## config.mk

```make
export PLATFORM = sky130hd
export DESIGN_NAME = wave_capture_flat
export DESIGN_NICKNAME = d
export VERILOG_FILES = /design/src/rtl/wave_capture_if.sv /design/src/rtl/wave_capture.sv /design/src/flat_wrapper.sv
export SDC_FILE = /design/constraint.sdc
export NUM_CORES = 1
export LEC_CHECK = 0
export ABC_AREA = 1
export CAP_MARGIN = 20
export CORE_ASPECT_RATIO = 1.1
export CORE_UTILIZATION = 47
export CTS_CLUSTER_DIAMETER = 150
export CTS_CLUSTER_SIZE = 16
export DETAILED_ROUTE_END_ITERATION = 16
export PLACE_DENSITY = 0.79
export SYNTH_ARGS = -nofsm -noshare
export SYNTH_HDL_FRONTEND = slang
export SYNTH_SLANG_ARGS = --single-unit
```

## constraint.sdc

```tcl
create_clock -name clk -period 1.4 [get_ports clk]
set_input_delay 0.28 -clock clk [delete_from_list [all_inputs] [get_ports clk]]
set_output_delay 0.28 -clock clk [all_outputs]
set_load 0.02 [all_outputs]
```

## src/rtl/wave_capture_if.sv

```systemverilog
// Signal bundle between the wave capture block and its neighbours: the audio
// sample stream in, the RAM write port and display half-select out.
interface wave_capture_if #(
    parameter int SAMPLE_WIDTH = 16,
    parameter int ADDR_WIDTH   = 9
);
    logic                           sample_valid;
    logic signed [SAMPLE_WIDTH-1:0] sample_in;
    logic                           display_idle;
    logic                           write_enable;
    logic [ADDR_WIDTH-1:0]          write_address;
    logic [7:0]                     write_sample;
    logic                           read_index;

    modport master (
        output sample_valid, sample_in, display_idle,
        input  write_enable, write_address, write_sample, read_index
    );

    modport slave (
        input  sample_valid, sample_in, display_idle,
        output write_enable, write_address, write_sample, read_index
    );
endinterface

```

## src/rtl/wave_capture.sv

```systemverilog
// Trigger-aligned capture of an audio stream into the half of a double-buffered
// sample RAM that the wave display is not currently reading.
module wave_capture #(
    parameter int SAMPLE_WIDTH = 16,
    parameter int NUM_SAMPLES  = 256
) (
    input  logic           clk,
    input  logic           rst_n,
    wave_capture_if.slave  bus
);
    localparam int IDX_W  = $clog2(NUM_SAMPLES);
    localparam int ADDR_W = IDX_W + 1;

    typedef enum logic [1:0] {
        ST_ARMED,
        ST_ACTIVE,
        ST_WAIT
    } state_t;

    state_t             state_q, state_d;
    logic [IDX_W-1:0]   count_q, count_d;
    logic               prevNeg_q, prevNeg_d;
    logic               readIndex_q, readIndex_d;
    logic               writeEnable_q, writeEnable_d;
    logic [ADDR_W-1:0]  writeAddress_q, writeAddress_d;
    logic [7:0]         writeSample_q, writeSample_d;

    logic               crossing;
    logic [7:0]         converted;

    // Top byte of the signed sample with the sign flipped gives offset binary.
    assign converted = {~bus.sample_in[SAMPLE_WIDTH-1], bus.sample_in[SAMPLE_WIDTH-2 -: 7]};
    assign crossing  = bus.sample_valid && prevNeg_q && !bus.sample_in[SAMPLE_WIDTH-1];

    always_comb begin
        state_d        = state_q;
        count_d        = count_q;
        readIndex_d    = readIndex_q;
        writeEnable_d  = 1'b0;
        writeAddress_d = writeAddress_q;
        writeSample_d  = writeSample_q;
        prevNeg_d      = bus.sample_valid ? bus.sample_in[SAMPLE_WIDTH-1] : prevNeg_q;

        unique case (state_q)
            ST_ARMED: begin
                if (crossing) begin
                    writeEnable_d  = 1'b1;
                    writeAddress_d = {~readIndex_q, {IDX_W{1'b0}}};
                    writeSample_d  = converted;
                    count_d        = IDX_W'(1);
                    state_d        = ST_ACTIVE;
                end
            end
            ST_ACTIVE: begin
                if (bus.sample_valid) begin
                    writeEnable_d  = 1'b1;
                    writeAddress_d = {~readIndex_q, count_q};
                    writeSample_d  = converted;
                    if (count_q == IDX_W'(NUM_SAMPLES - 1)) begin
                        count_d = '0;
                        state_d = ST_WAIT;
                    end else begin
                        count_d = count_q + IDX_W'(1);
                    end
                end
            end
            ST_WAIT: begin
                // Idle wins over a simultaneous crossing; a fresh one is needed once armed.
                if (bus.display_idle) begin
                    readIndex_d = ~readIndex_q;
                    state_d     = ST_ARMED;
                end
            end
            default: state_d = ST_ARMED;
        endcase
    end

    always_ff @(posedge clk or negedge rst_n) begin
        if (!rst_n) begin
            state_q        <= ST_ARMED;
            count_q        <= '0;
            prevNeg_q      <= 1'b0;
            readIndex_q    <= 1'b0;
            writeEnable_q  <= 1'b0;
            writeAddress_q <= '0;
            writeSample_q  <= '0;
        end else begin
            state_q        <= state_d;
            count_q        <= count_d;
            prevNeg_q      <= prevNeg_d;
            readIndex_q    <= readIndex_d;
            writeEnable_q  <= writeEnable_d;
            writeAddress_q <= writeAddress_d;
            writeSample_q  <= writeSample_d;
        end
    end

    assign bus.write_enable  = writeEnable_q;
    assign bus.write_address = writeAddress_q;
    assign bus.write_sample  = writeSample_q;
    assign bus.read_index    = readIndex_q;
endmodule

```

## src/flat_wrapper.sv

```systemverilog
// flat-port wrapper written by rule: the top's interface ports become plain ports
module wave_capture_flat 
#(
    parameter int SAMPLE_WIDTH = 16,
    parameter int NUM_SAMPLES  = 256
)
  (clk, rst_n, bus_sample_valid, bus_sample_in, bus_display_idle, bus_write_enable, bus_write_address, bus_write_sample, bus_read_index);
  wave_capture_if #(.SAMPLE_WIDTH(SAMPLE_WIDTH)) bus_i ();
  input  logic clk;
  input  logic rst_n;
  input wire logic [$bits(bus_i.sample_valid)-1:0] bus_sample_valid;
  input wire logic [$bits(bus_i.sample_in)-1:0] bus_sample_in;
  input wire logic [$bits(bus_i.display_idle)-1:0] bus_display_idle;
  output wire logic [$bits(bus_i.write_enable)-1:0] bus_write_enable;
  output wire logic [$bits(bus_i.write_address)-1:0] bus_write_address;
  output wire logic [$bits(bus_i.write_sample)-1:0] bus_write_sample;
  output wire logic [$bits(bus_i.read_index)-1:0] bus_read_index;
  assign bus_i.sample_valid = bus_sample_valid;
  assign bus_i.sample_in = bus_sample_in;
  assign bus_i.display_idle = bus_display_idle;
  assign bus_write_enable = bus_i.write_enable;
  assign bus_write_address = bus_i.write_address;
  assign bus_write_sample = bus_i.write_sample;
  assign bus_read_index = bus_i.read_index;
  wave_capture #(.SAMPLE_WIDTH(SAMPLE_WIDTH), .NUM_SAMPLES(NUM_SAMPLES)) u_core (.clk(clk), .rst_n(rst_n), .bus(bus_i));
endmodule
```

==> run_results.csv <==
group,metric,value,unit
logic_synthesis,synthDistinctLibCells,20,
timing,period_share,0.954,
die,initial_core_util,0.499,
placement,placed_area,1810,µm²
placement,dp_cells,240,
logic_synthesis,yosysWarnings,0,
detailed_routing,drt_first_pass_iters,4,
min_path,holdCritPathClass,"input pin to async pin",
pwr,p_per_area,1300,nW/µm²
setup_path,cp_slowest_cell,"dfrtp_1",
layout,layout_commonest_cell,"nand2_1",
setup_path,arrival,1.06,ns
layout,n_fill_cell,240,
timing,setup-tns-final,0,ns
die,core,2800,µm²
setup_path,max_stage_delay,0.40,ns
die,die_area,3200,µm²
flow_run,drv_cap,0,
timing,fin_ws,0.0640,ns
layout,fin_util,0.666,
logic_synthesis,synth_area,1400,µm²
timing,rsz0062_at_grt,"no",
layout,fin_cells,250,
logic_synthesis,synth_nets,191,
clock_network,cts_buffer_depth,2,
timing,worst_pin_slew,0.204,ns
setup_path,critical_path.top_delay_family,"flip-flops",
logic_synthesis,syn_area_per_cell,8.23,µm²
clock_network,h-tree-depth,2,
logic_synthesis,synth_xor_area_frac,0.00626,
global_routing,grt_first_pass_wirelength,5460,µm
global_routing,grtUsageTotal,0.243,
placement,pre_cts_slack,-0.182,ns
layout,fin_area,1870,µm²
die,io_pins,39,
logic_synthesis,post_synth_fa_ha_maj_area_fraction,0.00894,
logic_synthesis,syn_inst,170,
logic_synthesis,synthSimpleGateAreaFrac,0.338,
clock_network,cts_buffers,5,
timing,finalSetupViolCount,0,
detailed_routing,ant_nets,0,
timing,skew,0.0145,ns
logic_synthesis,ys_seq_area_frac,0.537,
timing,slew_headroom,0.862,
global_routing,grt_max_degree,31,
clock_network,root_buffer,"clkbuf_4",
detailed_routing,first_iter_violations,55,
logic_synthesis,ys_seq_elements,30,
setup_path,cp-end-kind,"primary output",
clock_network,numClockSinks,30,
logic_synthesis,synth.area.top_cells,"dfrtp_1 (54%), nand2_1 (14%), nand3_1 (10%), inv_1 (4.0%), nor2_1 (3.5%)",
layout,drive_gt1_frac,0.134,
setup_path,cp_cell_sequence,"clkdlybuf4s15_1",
detailed_routing,drc,0,
logic_synthesis,synth_top_family_by_area,"simple AND/OR/NAND/NOR gates",
clock_network,clk_pin_slew_worst_paths,0.10,ns
clock_network,hold_buffers,0,
clock_network,insertion_delay,0.33,ns
layout,fin_nets,237,
setup_path,start_kind,"flop",
placement,gp_congestion,0.866,
outcome,status,"complete, no violations",
timing,fin_crit,1.34,ns
timing,fmax,748,MHz
layout,num_antenna_cells,0,
logic_synthesis,synth.largest_area_cell,"dfrtp_1",
detailed_routing,routed_wl,3190,µm
pwr,ir_worst_vdd,1.03,mV
logic_synthesis,synth_mux_area_frac,0,
timing,drv_slew,0,
logic_synthesis,synthDominantCellAreaShare,0.537,
detailed_routing,wire_per_inst,12.8,µm
setup_path,path_class,"flop to primary output",
setup_path,path_buf_inv,1,
layout,final_cell_mix,"nand2_1 (53), dfrtp_1 (30), nand3_1 (29)",
global_routing,gr-total-overflow,0,
setup_path,worst-path-max-fanout,3,
die,row_count,20,
logic_synthesis,synth-compound-area-share,0.0411,
layout,syn_to_final_growth,33.4,%
pwr,power.leakage,1.00,nW
die,dieWidth,54.0,µm
setup_path,required,1.12,ns
detailed_routing,viasPerCell,5.30,
global_routing,grt_antenna_before_repair,0,
global_routing,grt_pass1_vias,1248,
placement,io_buffers,30,
timing,hold_violations,0,
die,die_h,59.2,µm
placement,dp_hpwl,2300,µm
detailed_routing,vias,1324,
clock_network,cts_tree,"built",
-- power by group --
group	switching (mW)	total, mW	internal [mW]
registers	0.143	1.17	1.03
logic	0.404	0.706	0.301
clock network	0.295	0.538	0.243
total	0.842	2.42	1.58
-- sequential cells by signal (all words and copies together), names as in the netlist --
name and flops:
u_core.prevNeg_q 1, u_core.bus.read_index 1, u_core.state_q 2, u_core.bus.write_enable 1, u_core.bus.write_address 9, u_core.bus.write_sample 8, u_core.count_q 8
-- layout make-up --
cell class	instances	area (µm²)	share of cell area
clock buffer	7	55.1	0.0295
clock inverter	1	5.00	0.00268
inverter	15	56.3	0.0302
multi-input combinational	119	554	0.297
sequential	30	751	0.402
tap	33	41.3	0.0221
timing repair buffer	45	403	0.216
-- worst reg2reg max path, cell delays in order (launching register included) --
cell	delay, ns
dfrtp_1	0.40
inv_1	0.13
nor2_4	0.05
nand2_2	0.09
nand2_4	0.13
buf_4	0.21
o21a_1	0.17
-- repair_timing --
item	4_1_cts	5_1_grt
resized for setup	19	3
setup endpoints to repair	19	13
buffers inserted	0	2
-- through the flow --
step	power (mW)	hold slack [ns]
floorplan	1.57	-0.0156
global placement	1.88	0.455
detailed placement	1.92	0.484
CTS	2.40	0.301
global route	2.57	0.303
finish	2.42	0.290
-- per-layer routing --
metal,vias to the layer above,GRT usage,part of all wire
met2,46,0.388,0.51
met5,-,0,0
met1,631,0.290,0.41
met3,7,0.0872,0.059
met4,0,0.110,0.020
li1,640,-,-
-- Yosys cell counts --
library cell  count
inv_1            15
o21a_1            1
nand3_1          29
xnor2_1           1
a21oi_1           5
buf_2             2
nand2_2           2
nand3b_1          1
buf_6             1
nand4_1           5
o21ai_0           5
nand2_1          53
nand2_4           1
buf_1             1
nor2_1           13
dfrtp_1          30
nor2_4            1
ha_1              1
nor2_2            1
buf_4             2
-- path summary, 6_finish.rpt --
path / from / to / slack, ns / cells after the start
setup / recovery: u_core.bus.read_index / bus_read_index / 0.06 / 1
hold / removal: rst_n / u_core.bus.read_index / 0.29 / 2
setup reg to reg: u_core.state_q[0] / u_core.bus.write_address[0] / 0.10 / 6
hold reg to reg: u_core.bus.write_sample[4] / u_core.bus.write_sample[4] / 0.50 / 2
max in group asynchronous: rst_n / u_core.count_q[5] / 0.93 / 2
min in group clk: bus_sample_in[10] / u_core.bus.write_sample[2] / 0.48 / 3
-- cells by family (layout without fill, tap and decap cells) --
kind of cell / count (synthesis) / in the layout
xor gates and xnor gates: 1 / 1
adders and majority gates: 1 / 1
and+or+nand+nor: 106 / 106
buffers and inverters: 21 / 68
DFF: 30 / 30
AOI/OAI and AO/OA: 11 / 11
No activity file was read; power rests on OpenSTA's default activity.
==> patch 1: new RTL, same settings <==
Encoding of `state_t`: now one-hot (3 bits for 3 states).
--- a/src/rtl/wave_capture.sv
+++ b/src/rtl/wave_capture.sv
@@ -13,6 +13,6 @@
 
-    typedef enum logic [1:0] {
-        ST_ARMED,
-        ST_ACTIVE,
-        ST_WAIT
+    typedef enum logic [2:0] {
+        ST_ARMED  = 3'b001,
+        ST_ACTIVE = 3'b010,
+        ST_WAIT   = 3'b100
     } state_t;
Formal check against the unedited RTL: no difference found for any inputs over 10 cycles, from zero or initial values and one cycle with rst_n low; not proved beyond that.
==> patch 1 against the original RTL <==
Sequential cell count up 1; die area rose by 7.0%; wire length up 2.0%; area after synthesis rose by 7.2%; sequential share of layout area shrank 2.1 points; register-to-register slack got worse by 40 ps; non-clock buffer count rose by 5; via count up 1.5%; critical path type unchanged; utilization grew 0.31 points; clock power increased by 36%; critical endpoint unchanged; setup slack got worse by 4.3 ps; final area grew 9.3%; first-iteration DRC count fell by 13%; total power grew 33%.
==> patch 1: results (changes against the original RTL) <==
Parameter                              Value

Status
  Result of the run    finished, final reports clean

Cells and area
  Fill cell count    232 (-3.3%)
  Proportion of cell area spent on the clock network    0.04236 (+0.01016)
  Fraction of layout cells with a size suffix above 1    0.2096 (+0.07597)
  Multi-Input Combinational    123 (+3.4%)
  Fraction of area in multi-input gates    0.3137 (+0.01657)
  Non-clock buffer share of cell area    0.2106 (-0.005403)

Yosys
  Post-synthesis sequential area ratio    0.5179 (-0.01874)
  Syn_nets    197 (+3.1%)
  Largest cells by area after synthesis    sky130_fd_sc_hd__dfrtp_1, sky130_fd_sc_hd__nand2_1, sky130_fd_sc_hd__nand3_1, sky130_fd_sc_hd__inv_1, sky130_fd_sc_hd__nor2_1
  Most frequent cells after synthesis    sky130_fd_sc_hd__nand2_1, sky130_fd_sc_hd__dfrtp_1, sky130_fd_sc_hd__nand3_1

Power and ir drop
  Net load switching power    1.159 mW (+38%)
  Power dissipated in the clock network    0.732 mW (+36%)
  Power Combinational    1.21 mW (+71%)
  Fraction of power consumed by the clock network    0.228 (+0.006)

Route
  Number of DRC violations after detailed-routing iteration 0    48 (-13%)
  Detailed-route wire length    3258 µm (+2.0%)
  Met2 WL    1725 µm (+6.2%)
  Via total after detailed routing    1344 (+1.5%)

STA
  Max-slew headroom at the worst pin    0.8416 (-0.02075)
  Hold Worst Slack    270.1 ps (-19.47 ps)

Global route
  Met2 GRT Util    0.3614 (-0.02656)
  Tot GR Track Use    0.2024 (-0.04069)
  Met1 capacity usage during global routing    0.2284 (-0.06162)
  Wire length of the first global-routing pass    5216 µm (-4.4%)
  Vias in the first global route    1240 (-0.64%)
  Largest net degree at the start of global routing    17 (-45%)

Placement
  Detailed Place HPWL    2470 µm (+7.4%)
  Final estimated routing congestion in global placement    0.8936 (+3.2%)

Worst setup path
  R2r endpoint    u_core.count_q[0]
  Highest net fanout along the worst path    2 (-1)
  Worst-case register-to-register setup slack    60 ps (-40 ps)
-- patch 1: changes by cell type in the layout (fill, tap and decap cells not counted), moves of 2 or more --
cell | before | now
sky130_fd_sc_hd__nand2_1 | 53 | 45
sky130_fd_sc_hd__buf_4 | 14 | 20
sky130_fd_sc_hd__a21oi_2 | 0 | 5
sky130_fd_sc_hd__o21ai_0 | 5 | 9
sky130_fd_sc_hd__a21oi_1 | 5 | 2
sky130_fd_sc_hd__inv_1 | 14 | 16
sky130_fd_sc_hd__nand2_2 | 2 | 4
sky130_fd_sc_hd__nand3_1 | 29 | 27
sky130_fd_sc_hd__nand4_1 | 5 | 3
sky130_fd_sc_hd__nor2_4 | 1 | 3
-- patch 1: what timing repair did --
item                       4_1_cts  5_1_grt
setup endpoints to repair       19       21
pin swaps                        0        3
resized for setup               19        9
cloned                           0        1
hold endpoints to repair         0        0
setup buffers                    0        1
-- patch 1: per-stage QoR --
| stage | cells | area (µm²) | worst slack (ps) |
|---|---|---|---|
| 6_report | 263 | 2038 | 59.71 |
| 5_1_grt | 263 | 2038 | -8.126 |
| 4_1_cts | 261 | 1989 | 3.717 |
| 3_5_place_dp | 253 | 1927 | -281.0 |
| 3_3_place_gp | 253 | 1927 | -227.5 |
| 2_1_floorplan | 176 | 1500 | 113.0 |
-- patch 1: logic make-up (layout without fill, tap and decap cells) --
| family | Yosys count | count (layout) | share of synthesized area |
|---|---|---|---|
| AO/OA/AOI/OAI | 19 | 19 | 0.08090 |
| flip-flops | 31 | 31 | 0.5179 |
| AND/OR/NAND/NOR | 101 | 102 | 0.3053 |
| adder cells (fa/ha/maj) | 1 | 1 | 0.008339 |
| buffers and inverters | 23 | 75 | 0.08173 |
| XOR/XNOR | 1 | 1 | 0.005839 |
==> patch 2: new RTL, config.mk and constraints unchanged <==
Made on the original files. Take the reset off `writeAddress_q` and load it in a clocked block of its own.
--- a/src/rtl/wave_capture.sv
+++ b/src/rtl/wave_capture.sv
@@ -84,3 +84,2 @@
             writeEnable_q  <= 1'b0;
-            writeAddress_q <= '0;
             writeSample_q  <= '0;
@@ -92,5 +91,8 @@
             writeEnable_q  <= writeEnable_d;
-            writeAddress_q <= writeAddress_d;
             writeSample_q  <= writeSample_d;
         end
+    end
+
+    always_ff @(posedge clk) begin
+        writeAddress_q <= writeAddress_d;
     end
Behaviour: differs if rst_n is asserted again (counterexample within 4 cycles, from zero or initial values and one cycle with rst_n low); with rst_n held inactive, the same outputs for 10 cycles.
==> patch 2 against the original RTL <==
Register-to-register slack worse by 40 ps; setup slack worse by 17 ps; die area decreased by 5.2%; area after synthesis fell by 5.4%; worst hold slack got worse by 22 ps; wire length shrank 14%; count of clock-buffer cells in the layout fell by 1; sequential cell count is the same; via count fell by 14%; largest cell class unchanged; final area shrank 2.7%.
Power is not compared: it rests on default switching activity, and its combinational part moved more than twofold at a synthesized area within 25%.
==> patch 2: results (changes against the original RTL) <==
Parameter                              Value

Worst setup path
  R2R Path Start    u_core.count_q[1]
  R2R depth    7 (+1)
  Highest net fanout along the worst path    2 (-1)
  R2r endpoint    u_core.count_q[6]
  Critical path destination    bus_write_sample[3]
  Worst-case register-to-register setup slack    60 ps (-40 ps)
  Setup crit start    u_core.bus.write_sample[3]

Yosys
  Largest cells by area after synthesis    sky130_fd_sc_hd__dfrtp_1, sky130_fd_sc_hd__edfxtp_1, sky130_fd_sc_hd__nand2_1, sky130_fd_sc_hd__nor2_1, sky130_fd_sc_hd__nand3_1
  Gate Count Post-Synth    141 (-17%)
  Post-synthesis sequential area ratio    0.6011 (+0.06446)
  Syn_nets    162 (-15%)
  Number of enable flip-flop cells after synthesis    9 (+9)
  Yosys cell types    25 (+25%)
  Xor/xnor share of the synthesized area    0.006616 (+0.0003551)
  Most frequent cells after synthesis    sky130_fd_sc_hd__nand2_1, sky130_fd_sc_hd__dfrtp_1, sky130_fd_sc_hd__nor2_1
  Adder-cell share of the synthesized area    0.009452 (+0.0005073)

Status
  Result of the run    finished, final reports clean

Cells and area
  Net count of the finished layout    214 (-9.7%)
  Max reg flops    9 (unchanged)
  Fraction of layout cells with a size suffix above 1    0.1753 (+0.04162)
  # diodes    0 (unchanged)

Global route
  Vias in the first global route    1104 (-12%)
  Tot GR Track Use    0.2168 (-0.02631)
  Largest net degree at the start of global routing    22 (-29%)
  Wire length of the first global-routing pass    4629 µm (-15%)

STA
  Final worst-path cycle share    0.9662 (+0.01191)
  Max-slew headroom at the worst pin    0.8180 (-0.04433)
  Post-route clock skew    8.691 ps (-5.797 ps)

Route
  Average wire per cell in the routed design    12.22 µm (-4.3%)
  Number of DRC violations after detailed-routing iteration 0    24 (-56%)
  Detailed-route wire length    2750 µm (-14%)
  Number of iterations in the first detailed-routing pass    4 (unchanged)
  Via density per instance    5.080 (-4.1%)

Placement
  Total placed cells including tap cells    216 (-10%)
  Cell Area, Placed    0.001775 mm² (-1.9%)
  Detailed Place HPWL    1999 µm (-13%)
  Final estimated routing congestion in global placement    0.7831 (-9.5%)

Clock network
  Number of buffers inserted during clock tree synthesis    5 (unchanged)
patch 2: final cells by class:
type                    instances  area (µm²)  share of cell area
multi-input cells              92       445.4              0.2455
well taps                      31       38.79             0.02138
clock inverters                 2       8.758            0.004828
clock buffers                   6       41.29             0.02276
flip-flops and latches         30       795.8              0.4386
inverters                      16       60.06             0.03310
repair buffers                 48       424.2              0.2338
patch 2: stage by stage:
stage          hold slack, ps    util  TNS, ps
2_1_floorplan          -15.59       -        0
3_3_place_gp            453.7  0.6852    -3328
3_5_place_dp            463.2  0.6852    -4025
4_1_cts                 270.0  0.6953        0
5_1_grt                 293.6  0.7001   -66.90
6_report                267.5  0.7001        0
patch 2: power by group through the flow:
stage / Clock, mW / Sequential, mW / Combinational [mW]
2_1_floorplan: 0 / 1.73 / 0.694
5_1_grt: 0.523 / 1.47 / 1.85
4_1_cts: 0.490 / 1.44 / 1.65
3_3_place_gp: 0 / 1.44 / 1.75
3_5_place_dp: 0 / 1.46 / 1.79
6_report: 0.484 / 1.43 / 1.67
patch 2: per-layer routing:
layer,part of all wire,wire length [µm],global-route usage
met3,0.079,216,0.1024
met5,0,0,0
met4,0.026,72,0.1053
met1,0.38,1034,0.2289
met2,0.52,1427,0.3580
patch 2: logic make-up after synthesis:
| family | after synthesis |
|---|---|
| AOI/OAI and AO/OA | 13 |
| adders and majority gates | 1 |
| and+or+nand+nor | 77 |
| xor gates and xnor gates | 1 |
| DFF | 30 |
| buffers and inverters | 19 |
patch 2: timing repair:
action / in CTS / in global routing
gates cloned: 0 / 0
endpoints found under the setup margin: 19 / 6
gates resized for setup: 19 / 2
buffers inserted: 0 / 1
